### src/rtl/usr_seq_if.sv
// Command/response handshake bundle between a host command source and the
// shift-register sequencer.
interface usr_seq_if #(parameter int WIDTH = 4);
  logic             cmd_valid;
  logic             cmd_ready;
  logic             cmd_op;
  logic             cmd_dir;
  logic [WIDTH-1:0] cmd_data;
  logic             rsp_valid;
  logic             rsp_ready;
  logic [WIDTH-1:0] rsp_data;

  modport master (
    output cmd_valid, cmd_op, cmd_dir, cmd_data, rsp_ready,
    input  cmd_ready, rsp_valid, rsp_data
  );

  modport slave (
    input  cmd_valid, cmd_op, cmd_dir, cmd_data, rsp_ready,
    output cmd_ready, rsp_valid, rsp_data
  );
endinterface

### src/rtl/usr_seq.sv
// Sequencer for a universal shift register: load/shift/capture a WIDTH-bit
// word per command, paced by shift_en, result returned on a response channel.
module usr_seq #(
  parameter int WIDTH = 4
) (
  input  logic             clk,
  input  logic             reset_n,
  usr_seq_if.slave         bus,
  input  logic             shift_en,
  input  logic             abort,
  output logic [1:0]       usr_s,
  output logic [WIDTH-1:0] usr_pi,
  input  logic [WIDTH-1:0] usr_po,
  output logic             busy
);

  localparam int CW = $clog2(WIDTH + 1);
  localparam logic [CW-1:0] LAST = CW'(WIDTH - 1);
  localparam logic [CW-1:0] FULL = CW'(WIDTH);

  localparam logic [2:0] IDLE  = 3'd0;
  localparam logic [2:0] LOAD  = 3'd1;
  localparam logic [2:0] SHIFT = 3'd2;
  localparam logic [2:0] CAPT  = 3'd3;
  localparam logic [2:0] RESP  = 3'd4;

  logic [2:0]       state_q, state_d;
  logic [CW-1:0]    cnt_q, cnt_d;
  logic             op_q, op_d;
  logic             dir_q, dir_d;
  logic [WIDTH-1:0] data_q, data_d;
  logic [WIDTH-1:0] rsp_data_q, rsp_data_d;
  logic             rsp_valid_q, rsp_valid_d;
  logic             accept;

  assign accept = bus.cmd_valid & bus.cmd_ready;

  always_comb begin
    state_d    = state_q;
    cnt_d      = cnt_q;
    op_d       = op_q;
    dir_d      = dir_q;
    data_d     = data_q;
    rsp_data_d = rsp_data_q;
    case (state_q)
      IDLE: if (accept) begin
        op_d  = bus.cmd_op;
        dir_d = bus.cmd_dir;
        cnt_d = '0;
        // RX leaves the previous TX word on usr_pi
        if (!bus.cmd_op) data_d = bus.cmd_data;
        state_d = bus.cmd_op ? SHIFT : LOAD;
      end
      LOAD:  state_d = SHIFT;
      SHIFT: if (shift_en && cnt_q != FULL) begin
        cnt_d = cnt_q + 1'b1;
        if (cnt_q == LAST) state_d = CAPT;
      end
      CAPT: begin
        rsp_data_d = usr_po;
        state_d    = RESP;
      end
      RESP:    if (bus.rsp_ready) state_d = IDLE;
      default: state_d = IDLE;
    endcase
    if (abort && state_q != IDLE) begin
      state_d    = IDLE;
      rsp_data_d = rsp_data_q;
    end
    rsp_valid_d = (state_d == RESP);
  end

  always_ff @(posedge clk or negedge reset_n) begin
    if (!reset_n) begin
      state_q     <= IDLE;
      cnt_q       <= '0;
      op_q        <= 1'b0;
      dir_q       <= 1'b0;
      data_q      <= '0;
      rsp_data_q  <= '0;
      rsp_valid_q <= 1'b0;
    end else begin
      state_q     <= state_d;
      cnt_q       <= cnt_d;
      op_q        <= op_d;
      dir_q       <= dir_d;
      data_q      <= data_d;
      rsp_data_q  <= rsp_data_d;
      rsp_valid_q <= rsp_valid_d;
    end
  end

  always_comb begin
    usr_s = 2'd0;
    case (state_q)
      LOAD:    usr_s = 2'd3;
      SHIFT:   usr_s = shift_en ? (dir_q ? 2'd2 : 2'd1) : 2'd0;
      default: usr_s = 2'd0;
    endcase
  end

  // cmd_ready drops the instant reset asserts, not only on the next edge
  assign bus.cmd_ready = reset_n & (state_q == IDLE);
  assign bus.rsp_valid = rsp_valid_q;
  assign bus.rsp_data  = rsp_data_q;
  assign usr_pi        = data_q;
  assign busy          = (state_q != IDLE);

endmodule

### src/flat_wrapper.sv
// flat-port wrapper written by rule: the top's interface ports become plain ports
module usr_seq_flat 
#(
  parameter int WIDTH = 4
)
  (clk, reset_n, shift_en, abort, usr_s, usr_pi, usr_po, busy, bus_cmd_valid, bus_cmd_op, bus_cmd_dir, bus_cmd_data, bus_rsp_ready, bus_cmd_ready, bus_rsp_valid, bus_rsp_data);
  usr_seq_if #(.WIDTH(WIDTH)) bus_i ();
  input  logic clk;
  input  logic reset_n;
  input  logic shift_en;
  input  logic abort;
  output logic [1:0] usr_s;
  output logic [WIDTH-1:0] usr_pi;
  input  logic [WIDTH-1:0] usr_po;
  output logic busy;
  input wire logic [$bits(bus_i.cmd_valid)-1:0] bus_cmd_valid;
  input wire logic [$bits(bus_i.cmd_op)-1:0] bus_cmd_op;
  input wire logic [$bits(bus_i.cmd_dir)-1:0] bus_cmd_dir;
  input wire logic [$bits(bus_i.cmd_data)-1:0] bus_cmd_data;
  input wire logic [$bits(bus_i.rsp_ready)-1:0] bus_rsp_ready;
  output wire logic [$bits(bus_i.cmd_ready)-1:0] bus_cmd_ready;
  output wire logic [$bits(bus_i.rsp_valid)-1:0] bus_rsp_valid;
  output wire logic [$bits(bus_i.rsp_data)-1:0] bus_rsp_data;
  assign bus_i.cmd_valid = bus_cmd_valid;
  assign bus_i.cmd_op = bus_cmd_op;
  assign bus_i.cmd_dir = bus_cmd_dir;
  assign bus_i.cmd_data = bus_cmd_data;
  assign bus_i.rsp_ready = bus_rsp_ready;
  assign bus_cmd_ready = bus_i.cmd_ready;
  assign bus_rsp_valid = bus_i.rsp_valid;
  assign bus_rsp_data = bus_i.rsp_data;
  usr_seq #(.WIDTH(WIDTH)) u_core (.clk(clk), .reset_n(reset_n), .bus(bus_i), .shift_en(shift_en), .abort(abort), .usr_s(usr_s), .usr_pi(usr_pi), .usr_po(usr_po), .busy(busy));
endmodule
### config.mk
export PLATFORM = sky130hd
export DESIGN_NAME = usr_seq_flat
export DESIGN_NICKNAME = d
export VERILOG_FILES = /design/src/rtl/usr_seq_if.sv /design/src/rtl/usr_seq.sv /design/src/flat_wrapper.sv
export SDC_FILE = /design/constraint.sdc
export NUM_CORES = 1
export LEC_CHECK = 0
export BUFFER_PORTS_ARGS = -buffer_cell sky130_fd_sc_hd__buf_4
export CORE_UTILIZATION = 50
export DETAILED_ROUTE_END_ITERATION = 12
export PLACE_DENSITY = 0.81
export SYNTH_ARGS = -nofsm -noshare
export SYNTH_HDL_FRONTEND = slang
export SYNTH_SLANG_ARGS = --single-unit
### constraint.sdc
create_clock -name clk -period 3.32 [get_ports clk]
set_input_delay 0.332 -clock clk [delete_from_list [all_inputs] [get_ports clk]]
set_output_delay 0.332 -clock clk [all_outputs]
set_load 0.02 [all_outputs]
After elaboration in Yosys (flattened, before gate mapping)
Cells that the tools add are included.
{"block": "totals", "input_bits": 16, "out_inout_bits": 13, "elab_cells": 42, "regBits": 16}
{"block": "classes", "addsub": 1, "n_reduce_logical": 9, "eq_ne": 9, "n_mux": 13, "bitwise_logic": 4}
{"op": "$mux 3", "count": 7}
{"op": "$pmux 3 s5", "count": 1}
{"op": "$eq 3x2->1 const B", "count": 3}
{"op": "$eq 3x3->1 const B", "count": 2}
{"op": "$mux 2", "count": 3}
{"op": "$pmux 3 s2", "count": 1}
{"op": "$reduce_and 3->1", "count": 2}
{"op": "$ne 2x1->1 const B", "count": 2}
{"op": "$pmux 2 s2", "count": 1}
{"op": "$reduce_and 2->1", "count": 2}
{"op": "$add 3x1->3 const B", "count": 1}
{"op": "$eq 3x1->1 const B", "count": 1}
{"op": "$logic_not 3->1", "count": 1}
{"op": "$ne 3x3->1 const B", "count": 1}
{"op": "$reduce_bool 3->1", "count": 1}
{"op": "$and 1x1->1", "count": 2}
{"op": "$logic_and 1x1->1", "count": 2}
{"op": "$not 1->1", "count": 2}
{"op": "$reduce_bool 2->1", "count": 1}

Longest topological paths before layout
{"block": "logic_depth", "depth_word": 7, "mapped_depth": 5, "depth_no_buf": 5}

Least setup slack after synthesis
No wires, ideal clock.
{"block": "synth_timing", "path_kind": "register -> register", "startpoint": "register u_core.state_q[1]", "endpoint": "register u_core.data_q[0], in the netlist u_core.usr_pi[0]", "t_arrival_ns": 1.511, "setup_time_ns": 0.125, "stages_incl_launch_ff": 4, "n_path_buf": 0, "required_time_ns": 3.195, "synth_period_minus_slack_ns": 1.636, "setup_slack_ns": 1.684, "path_cell_list": "dfrtp_1 nor4b_4 nand3b_4 mux2_4"}
{"block": "synth_between", "elab_chain_len": 4}
{"element": "start, declared", "line": "usr_seq.sv:27", "source": "logic [2:0] state_q, state_d;"}
{"element": "start signal, assigned", "line": "usr_seq.sv:83", "source": "state_q <= state_d;"}
{"element": "$logic_not 3->1", "line": "usr_seq.sv:103", "source": "assign bus.cmd_ready = reset_n & (state_q == IDLE);"}
{"element": "$and 1x1->1", "line": "usr_seq.sv:103"}
{"element": "named net bus_cmd_ready", "line": "flat_wrapper.sv:21", "source": "output wire logic [$bits(bus_i.cmd_ready)-1:0] bus_cmd_ready;"}
{"element": "$and 1x1->1", "line": "usr_seq.sv:36", "source": "assign accept = bus.cmd_valid & bus.cmd_ready;"}
{"element": "$reduce_and 3->1 (no source line)"}
{"element": "end signal, assigned", "line": "usr_seq.sv:87", "source": "data_q <= data_d;"}
{"element": "end, declared", "line": "usr_seq.sv:31", "source": "logic [WIDTH-1:0] data_q, data_d;"}
The timed path passes the listed nets, and every way through them passes these cells.
A chain may end at the register's enable or synchronous reset.

Worst setup path after layout
{"block": "layout_timing", "startpoint": "input reset_n", "endpoint": "output bus_cmd_ready"}
{"block": "layout_between", "elab_chain_len": 1}
{"element": "start, declared", "line": "flat_wrapper.sv:9", "source": "input logic reset_n;"}
{"element": "$and 1x1->1", "line": "usr_seq.sv:103"}
{"element": "end, declared", "line": "flat_wrapper.sv:21"}
No other way between the ends.

==> results.json <==
{
  "status": "finished, final reports clean",
  "drive_gt1_frac": 0.484,
  "wire_per_inst_um": 14.1,
  "clkPwrFrac": 0.201,
  "dieArea_mm2": 0.00171,
  "p_per_area_mw_per_mm2": 595,
  "ir_worst_vdd_mv": 0.414,
  "nNetsFinal": 113,
  "ys_seq_elements": 16,
  "slew_headroom": 0.728,
  "totalWireLength_um": 1520,
  "maxCapViolCount": 0,
  "syn_area_um2": 776,
  "drt-initial-drc-count": 9,
  "cts_buffers": 3,
  "synth_cell_types": 24,
  "hpwl_um": 1190,
  "finalSetupTns_ns": 0,
  "core_area_mm2": 0.00137,
  "combPwrFrac": 0.361,
  "synth_top_cell_area_share": 0.516,
  "ant_nets": 0,
  "viasPerCell": 5.24,
  "die_h_um": 41.4,
  "grt_usage": 0.209,
  "synthToLayoutAreaGrowth_pct": 35.5,
  "grt-ovfl-total": 0,
  "num_vias": 566,
  "synth_area_leader_cell": "dfrtp_1",
  "final_util": 0.769,
  "initial_core_util": 0.568,
  "critPathLaunchType": "input pin",
  "design_area_mm2": 0.00105,
  "syn_avg_cell_area_um2": 12.9,
  "critPathMostFrequentCell": "buf_4",
  "hold_path.startpoint": "abort",
  "startpoint": "reset_n",
  "hold_slack_ns": 0.219,
  "power.share.sequential": 0.438,
  "slowest_delay_ns": 0.53,
  "drv_slew": 0,
  "cts-root-buf": "clkbuf_4",
  "io_pins": 29,
  "port_buffers": 28,
  "fin_crit_sh": 0.622,
  "worstSetupPathType": "in2out",
  "grt_pass1_vias": 489,
  "cts_max_level": 1,
  "p_sw_mw": 0.197,
  "worstSkewPairLatency_ns": 0.29,
  "drc_errors": 0,
  "crit_arrival_ns": 1.73,
  "min_period_ns": 2.06,
  "place_congestion": 0.819,
  "rsz0062_at_grt": "no",
  "crit_chain": "dlygate4sd3_1 -> buf_4 -> nor4b_4 -> buf_4",
  "setup-violations-final": 0,
  "max_freq_mhz": 484,
  "yosys_warnings": 0,
  "grt_first_pass_wirelength_um": 2190,
  "p_sw_frac": 0.315,
  "critical_path.slowest_cell": "dlygate4sd3_1",
  "grt_max_degree": 18,
  "clkTransAtPathRegs_ns": 0.09,
  "post_cts.repair.setup_buffers": 0,
  "cp_num_buf_inv": 3,
  "die_w_um": 41.4,
  "leakage_nw": 0.538,
  "antenna_found_initial": 0,
  "placed_cell_area_mm2": 0.00100,
  "clock-sinks": 16,
  "seq_area_frac_synth": 0.516,
  "required_ns": 2.99,
  "skew_ns": 0.00460,
  "num_rows": 13,
  "synth_fp_nets": 79,
  "crit_fanout": 17,
  "synthCells": 60,
  "diodes": 0,
  "p_int_mw": 0.428,
  "path_delay_family": "buffers and inverters",
  "cp-end-kind": "output port",
  "hp-class": "in2reg",
  "worstMarginPinSlew_ns": 0.407,
  "synthTopCellsByArea": "dfrtp_1 52%, mux2_2 8.7%, mux2_4 7.7%",
  "cts.path.max_buffers": 2,
  "cts_tree": "yes",
  "hold_viol": 0,
  "r2r_start": "u_core.state_q[1]$_DFF_PN0_",
  "firstDrtPassIters": 4
}
final timing paths:
check,to,cells past startpoint,slack (ns)
max,bus_cmd_ready,4,1.26
min,u_core.bus.rsp_valid$_DFF_PN0_,2,0.22
max reg2reg,u_core.usr_pi[3]$_DFFE_PN0P_,3,1.74
min reg2reg,u_core.bus.rsp_data[2]$_DFFE_PN0P_,1,0.52
max in group asynchronous,u_core.cnt_q[1]$_DFFE_PN0P_,2,2.70
min in group asynchronous,u_core.bus.rsp_valid$_DFF_PN0_,2,0.44
placed cells by master (no fill, tap or decap):
master          n
a21boi_0        1
a21oi_1         4
a22o_1          1
a22oi_1         1
and2_1          1
and3b_1         1
buf_4          28
clkbuf_4        3
clkbuf_8        1
dfrtp_1        16
dlygate4sd3_1   1
ha_1            3
inv_1           4
mux2_2          6
mux2_4          4
nand2_1         4
nand2b_1        1
nand3_1         1
nand3b_1        1
nand3b_4        1
nor2_1          2
nor4b_4         1
o21ai_0         2
o2bb2ai_1       1
o31ai_1         1
or3_1           1
or4b_2          1
xnor2_1         1
Yosys cell counts:
cell and count:
nor2_1 2, o21ai_0 2, and3b_1 1, mux2_2 6, or3_1 1, nand2_1 4, a21oi_1 4, a22o_1 1
o2bb2ai_1 1, or4b_2 1, and2_1 1, o31ai_1 1, ha_1 3, nand2b_1 1, mux2_4 4, nand3b_1 1
xnor2_1 1, a22oi_1 1, a21boi_0 1, nand3_1 1, inv_1 4, nor4b_4 1, nand3b_4 1, dfrtp_1 16
logic make-up after synthesis:
logic type                 Yosys count  share of synthesized area
DFF                                 16                      0.516
and+or+nand+nor                     15                      0.150
AOI/OAI and AO/OA                   11                     0.0903
muxes                               10                      0.165
buffers and inverters                4                     0.0193
adders and majority gates            3                     0.0484
xor gates and xnor gates             1                     0.0113
per-stage QoR:
stage                     total power [mW]  instances  setup WS [ns]
after global placement               0.494        103           1.76
after detailed placement             0.504        103           1.73
after floorplan                      0.405         60           1.68
after global routing                 0.663        108           1.15
after CTS                            0.632        108           1.25
final                                0.625        108           1.26
power by group through the flow:
stage	registers [mW]	logic, mW	clock network, mW
2_1_floorplan	0.310	0.0947	0
4_1_cts	0.274	0.228	0.130
5_1_grt	0.281	0.244	0.138
6_report	0.274	0.226	0.126
3_3_place_gp	0.276	0.219	0
3_5_place_dp	0.278	0.226	0
what timing repair did:
item,4_1_cts,5_1_grt
hold buffers,1,0
setup endpoints to repair,0,0
resized for setup,0,0
endpoints found under the hold margin,16,0
registers in the layout, indices dropped and copies added (netlist names):
name	cells
u_core.usr_pi	4
u_core.bus.rsp_valid	1
u_core.bus.rsp_data	4
u_core.cnt_q	3
u_core.dir_q	1
u_core.state_q	3
layer usage:
metal / share of wire / GRT usage
met1: 0.43 / 0.243
met2: 0.49 / 0.348
met3: 0.079 / 0.101
met4: 0 / 0.0484
met5: 0 / 0
cell type report:
cell class / instances / area (µm²)
tap: 15 / 18.8
timing repair buffer: 29 / 220
multi-input combinational: 40 / 360
sequential: 16 / 400
fill: 97 / 315
clock buffer: 4 / 36.3
inverter: 4 / 15.0
Power figures use the tool's default switching activity.
